--- src/rtl/echo_spi_slave.sv ---
// SPI mode-0 slave that serves the latest averaged echo width with status bits
// and captures a 16-bit command word; all SPI pins are oversampled on clk.
module echo_spi_slave #(
  parameter int   SYNC_STAGES = 2,
  parameter logic IDLE_MISO   = 1'b0
) (
  input  logic        clk,
  input  logic        reset,
  input  logic [11:0] sample,
  input  logic        sample_valid,
  input  logic        sck,
  input  logic        cs_n,
  input  logic        mosi,
  output logic        miso,
  output logic [15:0] cmd,
  output logic        cmd_valid,
  output logic        frame_done
);

  typedef enum logic {ST_IDLE, ST_SHIFT} state_t;

  // Each pipe holds SYNC_STAGES synchronizer flops plus one edge-detect delay flop.
  logic [SYNC_STAGES:0] sck_pipe_q, sck_pipe_d;
  logic [SYNC_STAGES:0] cs_pipe_q, cs_pipe_d;
  logic [SYNC_STAGES:0] mosi_pipe_q, mosi_pipe_d;

  logic [11:0] hold_q, hold_d;
  logic        fresh_q, fresh_d;
  logic        overrun_q, overrun_d;
  logic [1:0]  seq_q, seq_d;

  state_t      state_q, state_d;
  logic [15:0] tx_q, tx_d;
  logic [15:0] rx_q, rx_d;
  logic [4:0]  bitcnt_q, bitcnt_d;
  logic        done_pend_q, done_pend_d;
  logic        miso_q, miso_d;
  logic [15:0] cmd_q, cmd_d;
  logic        cmd_valid_q, cmd_valid_d;
  logic        frame_done_q, frame_done_d;

  logic        sck_rise, sck_fall, cs_rise, cs_fall, mosi_s, last_rise;
  logic [15:0] frame_word;

  assign sck_rise   = sck_pipe_q[SYNC_STAGES-1] & ~sck_pipe_q[SYNC_STAGES];
  assign sck_fall   = ~sck_pipe_q[SYNC_STAGES-1] & sck_pipe_q[SYNC_STAGES];
  assign cs_fall    = ~cs_pipe_q[SYNC_STAGES-1] & cs_pipe_q[SYNC_STAGES];
  assign cs_rise    = cs_pipe_q[SYNC_STAGES-1] & ~cs_pipe_q[SYNC_STAGES];
  assign mosi_s     = mosi_pipe_q[SYNC_STAGES-1];
  assign frame_word = {fresh_q, overrun_q, seq_q, hold_q};
  assign last_rise  = (state_q == ST_SHIFT) && !cs_rise && !cs_fall &&
                      sck_rise && (bitcnt_q == 5'd15);

  always_comb begin
    sck_pipe_d   = {sck_pipe_q[SYNC_STAGES-1:0], sck};
    cs_pipe_d    = {cs_pipe_q[SYNC_STAGES-1:0], cs_n};
    mosi_pipe_d  = {mosi_pipe_q[SYNC_STAGES-1:0], mosi};
    hold_d       = hold_q;
    fresh_d      = fresh_q;
    overrun_d    = overrun_q;
    seq_d        = seq_q;
    state_d      = state_q;
    tx_d         = tx_q;
    rx_d         = rx_q;
    bitcnt_d     = bitcnt_q;
    done_pend_d  = 1'b0;
    miso_d       = miso_q;
    cmd_d        = cmd_q;
    cmd_valid_d  = 1'b0;
    frame_done_d = 1'b0;

    // A strobe coinciding with the end-of-frame clear wins over the clear.
    if (last_rise) begin
      fresh_d   = 1'b0;
      overrun_d = 1'b0;
    end
    if (sample_valid) begin
      hold_d  = sample;
      fresh_d = 1'b1;
      seq_d   = seq_q + 2'd1;
      if (fresh_q) overrun_d = 1'b1;
    end

    if (cs_rise) begin
      state_d = ST_IDLE;
      miso_d  = IDLE_MISO;
    end else if (cs_fall) begin
      state_d  = ST_SHIFT;
      tx_d     = frame_word;
      miso_d   = frame_word[15];
      bitcnt_d = 5'd0;
    end else if (state_q == ST_SHIFT) begin
      if (sck_rise && bitcnt_q != 5'd16) begin
        rx_d     = {rx_q[14:0], mosi_s};
        bitcnt_d = bitcnt_q + 5'd1;
        if (bitcnt_q == 5'd15) done_pend_d = 1'b1;
      end else if (sck_fall && bitcnt_q != 5'd0 && bitcnt_q != 5'd16) begin
        tx_d   = {tx_q[14:0], 1'b0};
        miso_d = tx_q[14];
      end
    end

    // One extra register stage so completion pulses land SYNC_STAGES+2 after the pin edge.
    if (done_pend_q) begin
      frame_done_d = 1'b1;
      cmd_valid_d  = 1'b1;
      cmd_d        = rx_q;
    end
  end

  always_ff @(posedge clk or posedge reset) begin
    if (reset) begin
      sck_pipe_q   <= '0;
      cs_pipe_q    <= '1;
      mosi_pipe_q  <= '0;
      hold_q       <= '0;
      fresh_q      <= 1'b0;
      overrun_q    <= 1'b0;
      seq_q        <= '0;
      state_q      <= ST_IDLE;
      tx_q         <= '0;
      rx_q         <= '0;
      bitcnt_q     <= '0;
      done_pend_q  <= 1'b0;
      miso_q       <= IDLE_MISO;
      cmd_q        <= '0;
      cmd_valid_q  <= 1'b0;
      frame_done_q <= 1'b0;
    end else begin
      sck_pipe_q   <= sck_pipe_d;
      cs_pipe_q    <= cs_pipe_d;
      mosi_pipe_q  <= mosi_pipe_d;
      hold_q       <= hold_d;
      fresh_q      <= fresh_d;
      overrun_q    <= overrun_d;
      seq_q        <= seq_d;
      state_q      <= state_d;
      tx_q         <= tx_d;
      rx_q         <= rx_d;
      bitcnt_q     <= bitcnt_d;
      done_pend_q  <= done_pend_d;
      miso_q       <= miso_d;
      cmd_q        <= cmd_d;
      cmd_valid_q  <= cmd_valid_d;
      frame_done_q <= frame_done_d;
    end
  end

  assign miso       = miso_q;
  assign cmd        = cmd_q;
  assign cmd_valid  = cmd_valid_q;
  assign frame_done = frame_done_q;

endmodule

--- config.mk ---
export PLATFORM = sky130hd
export DESIGN_NAME = echo_spi_slave
export DESIGN_NICKNAME = d
export VERILOG_FILES = /design/src/rtl/echo_spi_slave.sv
export SDC_FILE = /design/constraint.sdc
export NUM_CORES = 1
export LEC_CHECK = 0
export CAP_MARGIN = 20
export CORE_MARGIN = 4
export CORE_UTILIZATION = 55
export DETAILED_ROUTE_END_ITERATION = 8
export PLACE_DENSITY = 0.85
export SETUP_SLACK_MARGIN = 0.05
export SLEW_MARGIN = 20
export SYNTH_ARGS = -nofsm -noshare
export SYNTH_HDL_FRONTEND = slang
export SYNTH_SLANG_ARGS = --single-unit
--- constraint.sdc ---
create_clock -name clk -period 2.8 [get_ports clk]
set_input_delay 0.56 -clock clk [delete_from_list [all_inputs] [get_ports clk]]
set_output_delay 0.56 -clock clk [all_outputs]
set_load 0.05 [all_outputs]
After elaboration in Yosys (flattened, before gate mapping):

Cells that the tools add are included.

* flip-flop bits (word level): 80

* $add $sub $neg: 2
* bitwise gates (word level): 10
* muxes and demuxes: 25
* reduce and logical (&&, ||, !) cells: 21
* equal/unequal tests: 4

Operators by type and width (number)
* 15-bit 2-to-1 mux: 4
* 1-bit 2-to-1 mux: 18
* 5-bit 2-to-1 mux: 3
* 2-bit nonzero test: 5
* 4-bit AND reduction: 2
* 1-bit logical AND: 7
* 1-bit inverter: 6
* 3-bit AND reduction: 2
* 3-bit nonzero test: 2
* 5-bit by 1-bit adder with 5-bit output (second input constant): 1
* 5-bit by 4-bit equality test with 1-bit output (second input constant): 1
* 5-bit != test (second input constant): 1
* 5-bit nonzero test: 1
* 1-bit bitwise AND: 4
* 3-bit != test (second input constant): 1
* 2-bit by 1-bit adder with 2-bit output (second input constant): 1
* 1-bit logical NOT: 2
* 2-bit != test (second input constant): 1

Depth between registers and ports, before layout:

* depth in word-level cells: 10
* mapped depth: 7

Worst setup path before layout:

No wires, ideal clock.

* path kind: register to register
* start: register cs_pipe_q[2]
* end: register rx_q[0]
* arrival time: 2243 ps
* clock period less this slack: 2368 ps
* buffers on the path: 2
* stages on the path, launching flop included: 8
* setup slack: 432 ps
* setup time: 125 ps
* cell sequence: dfstp_2 -> inv_1 -> ha_1 -> or3b_4 -> or4b_1 -> buf_6 -> buf_12 -> mux2_4

* cells in the longest elaborated chain, start to end: 4

Ends and longest elaborated chain
* start, declared: RTL line 24 `logic [SYNC_STAGES:0] cs_pipe_q, cs_pipe_d;`
* start signal, assigned: RTL line 131 `cs_pipe_q <= cs_pipe_d;`
* 1-bit inverter: RTL line 48 `assign cs_rise = cs_pipe_q[SYNC_STAGES-1] & ~cs_pipe_q[SYNC_STAGES];`
* 1-bit bitwise AND: RTL line 48
* 1-bit inverter (no source line)
* 4-bit AND reduction (no source line) *
* end signal, assigned: RTL line 139 `rx_q <= rx_d;`
* end, declared: RTL line 34 `logic [15:0] rx_q, rx_d;`

Every way passes the cells marked *; elsewhere a longest branch is shown, timed or not.
A chain may end at the register's enable or synchronous reset.

Worst setup path after layout:

* start: register cs_pipe_q[2]
* end: register rx_q[12]

Same word-level chain as after synthesis.

==> impl_metrics.toml <==
[worst_setup_path]
path_buf_inv = 2
endpoint_kind = "flop"
crit_fanout = 19
rrSetupSlack_ns = 0.42
worstPathRequired_ns = 3.03
critical_path_class = "flop to flop"
crit_family = "simple AND/OR/NAND/NOR gates"
cpPeakStageDelay_ns = 0.53
worstPathArrival_ns = 2.61
startpoint_type = "flop"
crit_start = "cs_pipe_q[2]$_DFF_PP1_"
cp.depth = 6
r2r.worst_path.cells = 6
cp_cell_sequence = "inv_1 -> ha_1 -> or3b_4 -> or4b_1 -> buf_4 -> mux2_4"
crit_slowest_cell = "dfstp_2"
r2r-start = "cs_pipe_q[2]$_DFF_PP1_"
r2r-end = "rx_q[12]$_DFFE_PP0P_"

[sta]
period_minus_slack_ns = 2.38
setup-tns-final_ns = 0
skew_ns = 0.00959
final.setup.worst_slack_ns = 0.416
setup_viol = 0
finalCritPeriodShare = 0.851
rsz0062_at_grt = "false"
max_slew_margin = 0.530
hold_viol = 0
worstMarginPinSlew_ns = 0.704
drv_slew = 0
max_freq_mhz = 420

[grt]
grtUsageTotal = 0.155
grt_pass1_wl_mm = 8.87
antenna_found_initial = 0
grt_pass1_vias = 1848
grt_max_degree = 46
grt_overflow_total = 0

[drt]
wl_per_cell_um = 15.0
route.vias.total = 1891
dr.pass1.iters = 4
viasPerCell = 5.48
drc = 0
ant_nets = 0
drt-initial-drc-count = 87
wirelength_mm = 5.18

[cts]
cts_hold_buf = 0
clock_latency_ns = 0.34
cts_tree = "yes"
cts.sinks = 80
clk_path_buf_depth = 2
clkTransAtPathRegs_ns = 0.07
h-tree-depth = 3
cts_root_buf = "clkbuf_8"
cts_setup_buffers = 0
cts_buffers = 9
cts_resized = 0

[yosys]
synth_edf_count = 0
syn_nets = 247
synth_area_leader_cell = "dfrtp_1"
avgSynthCellArea_um2 = 14.8
synth-seq-cells = 80
yosysTopAreaCellShare = 0.579
async_reset_ff_frac = 1.00
seq_area_frac_synth = 0.603
muxShareOfSynthArea = 0.254
synth-xor-area-share = 0.00527
synth_top_family_by_area = "multiplexers"
ys_warn_count = 0
synth_ff_type = "dfrtp_1"
synth_compound_area_frac = 0.0376
ys_types = 39
syn_inst = 224
synth_area_leaders = "dfrtp_1, mux2_2, mux2_4"
netlist_area_mm2 = 0.00333
synth_adder_area_share = 0.0188
synthSimpleGateAreaFrac = 0.0451

[finish]
nNetsFinal = 288
stdcell_count = 345
layout_commonest_cell = "dfrtp_1"
drive_gt1_frac = 0.359
final_cell_mix = "dfrtp_1, mux2_2, clkdlybuf4s50_1"
antennaDiodeCount = 0
multi_input_area_mm2 = 0.00120
synthToLayoutAreaGrowth_pct = 18.3
fillers = 423
ff_latch_area_mm2 = 0.00201

[power]
swShare = 0.266
p_sw_w = 0.000728
vdd.ir_drop.worst_uv = 456
pwr-share-comb = 0.180
power.share.sequential = 0.550
power.leakage_nw = 1.79
intPower_w = 0.00201
clkPwrFrac = 0.270
p_per_area_mw_per_mm2 = 696

[placed_design]
dp.cells = 329
numPortBuffers = 36
dp_hpwl_mm = 3.57
gp_congestion = 0.813
preCtsSetupSlack_ns = 0.420

[floorplanning]
die_h_um = 85.8
ioPinCount = 37
dieArea_mm2 = 0.00735
row_count = 28
start_util = 0.565
die_w_um = 85.8
core_area_mm2 = 0.00589

[worst_hold_path]
min_path_cells = 0
hp-class = "flop to flop"
min_from = "sck_pipe_q[0]$_DFF_PP0_"
hold_path_end = "sck_pipe_q[1]$_DFF_PP0_"

[status]
status = "completed"

[job]
maxCapViolations = 0
-- cells in the mapped netlist (all sizes together), types with 3 or more instances --
library cell  instances
inv                  13
nand2                 7
dfstp                 3
buf                   7
mux2                 71
dfrtp                77
ha                    5
clkbuf                4
-- flip-flops by register name, indices dropped and copies added (netlist names), 2 cells and up --
signal       cells
cs_pipe_q        3
seq_q            2
hold_q          12
tx_q            15
cmd             16
bitcnt_q         5
rx_q            16
sck_pipe_q       3
mosi_pipe_q      2
-- cell families (layout without fill, tap and decap cells) --
logic type / after synthesis / in the layout
mux: 73 / 73
xor+xnor: 2 / 2
compound gates: 17 / 17
simple gates: 23 / 23
fa+ha+maj: 5 / 5
buf+inv: 24 / 70
flops: 80 / 80
-- how the worst max path moves through the flow --
stage / to / slack, ns
detailed placement: rx_q[1]$_DFFE_PP0P_ / 0.42
floorplan: bitcnt_q[0]$_DFFE_PP0P_ / 0.19
finish: rx_q[12]$_DFFE_PP0P_ / 0.42
global placement: rx_q[0]$_DFFE_PP0P_ / 0.45
CTS: rx_q[2]$_DFFE_PP0P_ / 0.42
global route: rx_q[12]$_DFFE_PP0P_ / 0.35
-- power groups by stage --
| stage | clock (W) | combinational (W) | sequential [W] |
|---|---|---|---|
| after global placement | 0 | 0.000475 | 0.00151 |
| after floorplan | 0 | 0.000380 | 0.00150 |
| after global routing | 0.000826 | 0.000547 | 0.00153 |
| final | 0.000741 | 0.000492 | 0.00151 |
| after CTS | 0.000762 | 0.000502 | 0.00150 |
| after detailed placement | 0 | 0.000500 | 0.00153 |
-- routing by layer --
| layer | track usage | up-vias | share of wire |
|---|---|---|---|
| met5 | 0 | - | 0 |
| met4 | 0.0561 | 0 | 0.0048 |
| met3 | 0.0480 | 4 | 0.047 |
| met2 | 0.242 | 41 | 0.49 |
| met1 | 0.204 | 970 | 0.46 |
| li1 | - | 876 | - |
-- metrics by stage --
stage / total power, W / hold slack, ns / utilization / cell area (µm²)
5_1_grt: 0.00291 / 0.356 / 0.669 / 3940
3_3_place_gp: 0.00199 / 0.334 / 0.639 / 3760
6_report: 0.00274 / 0.357 / 0.669 / 3940
2_1_floorplan: 0.00188 / 0.331 / - / 3330
3_5_place_dp: 0.00203 / 0.336 / 0.639 / 3760
4_1_cts: 0.00277 / 0.353 / 0.669 / 3940
-- cell type report --
type / instances / share of cell area
multi-input cells: 120 / 0.305
inverters: 13 / 0.0127
flip-flops and latches: 80 / 0.510
clock buffers: 11 / 0.0359
clock inverters: 5 / 0.00827
repair buffers: 41 / 0.104
well taps: 75 / 0.0238
Power figures use the tool's default switching activity.
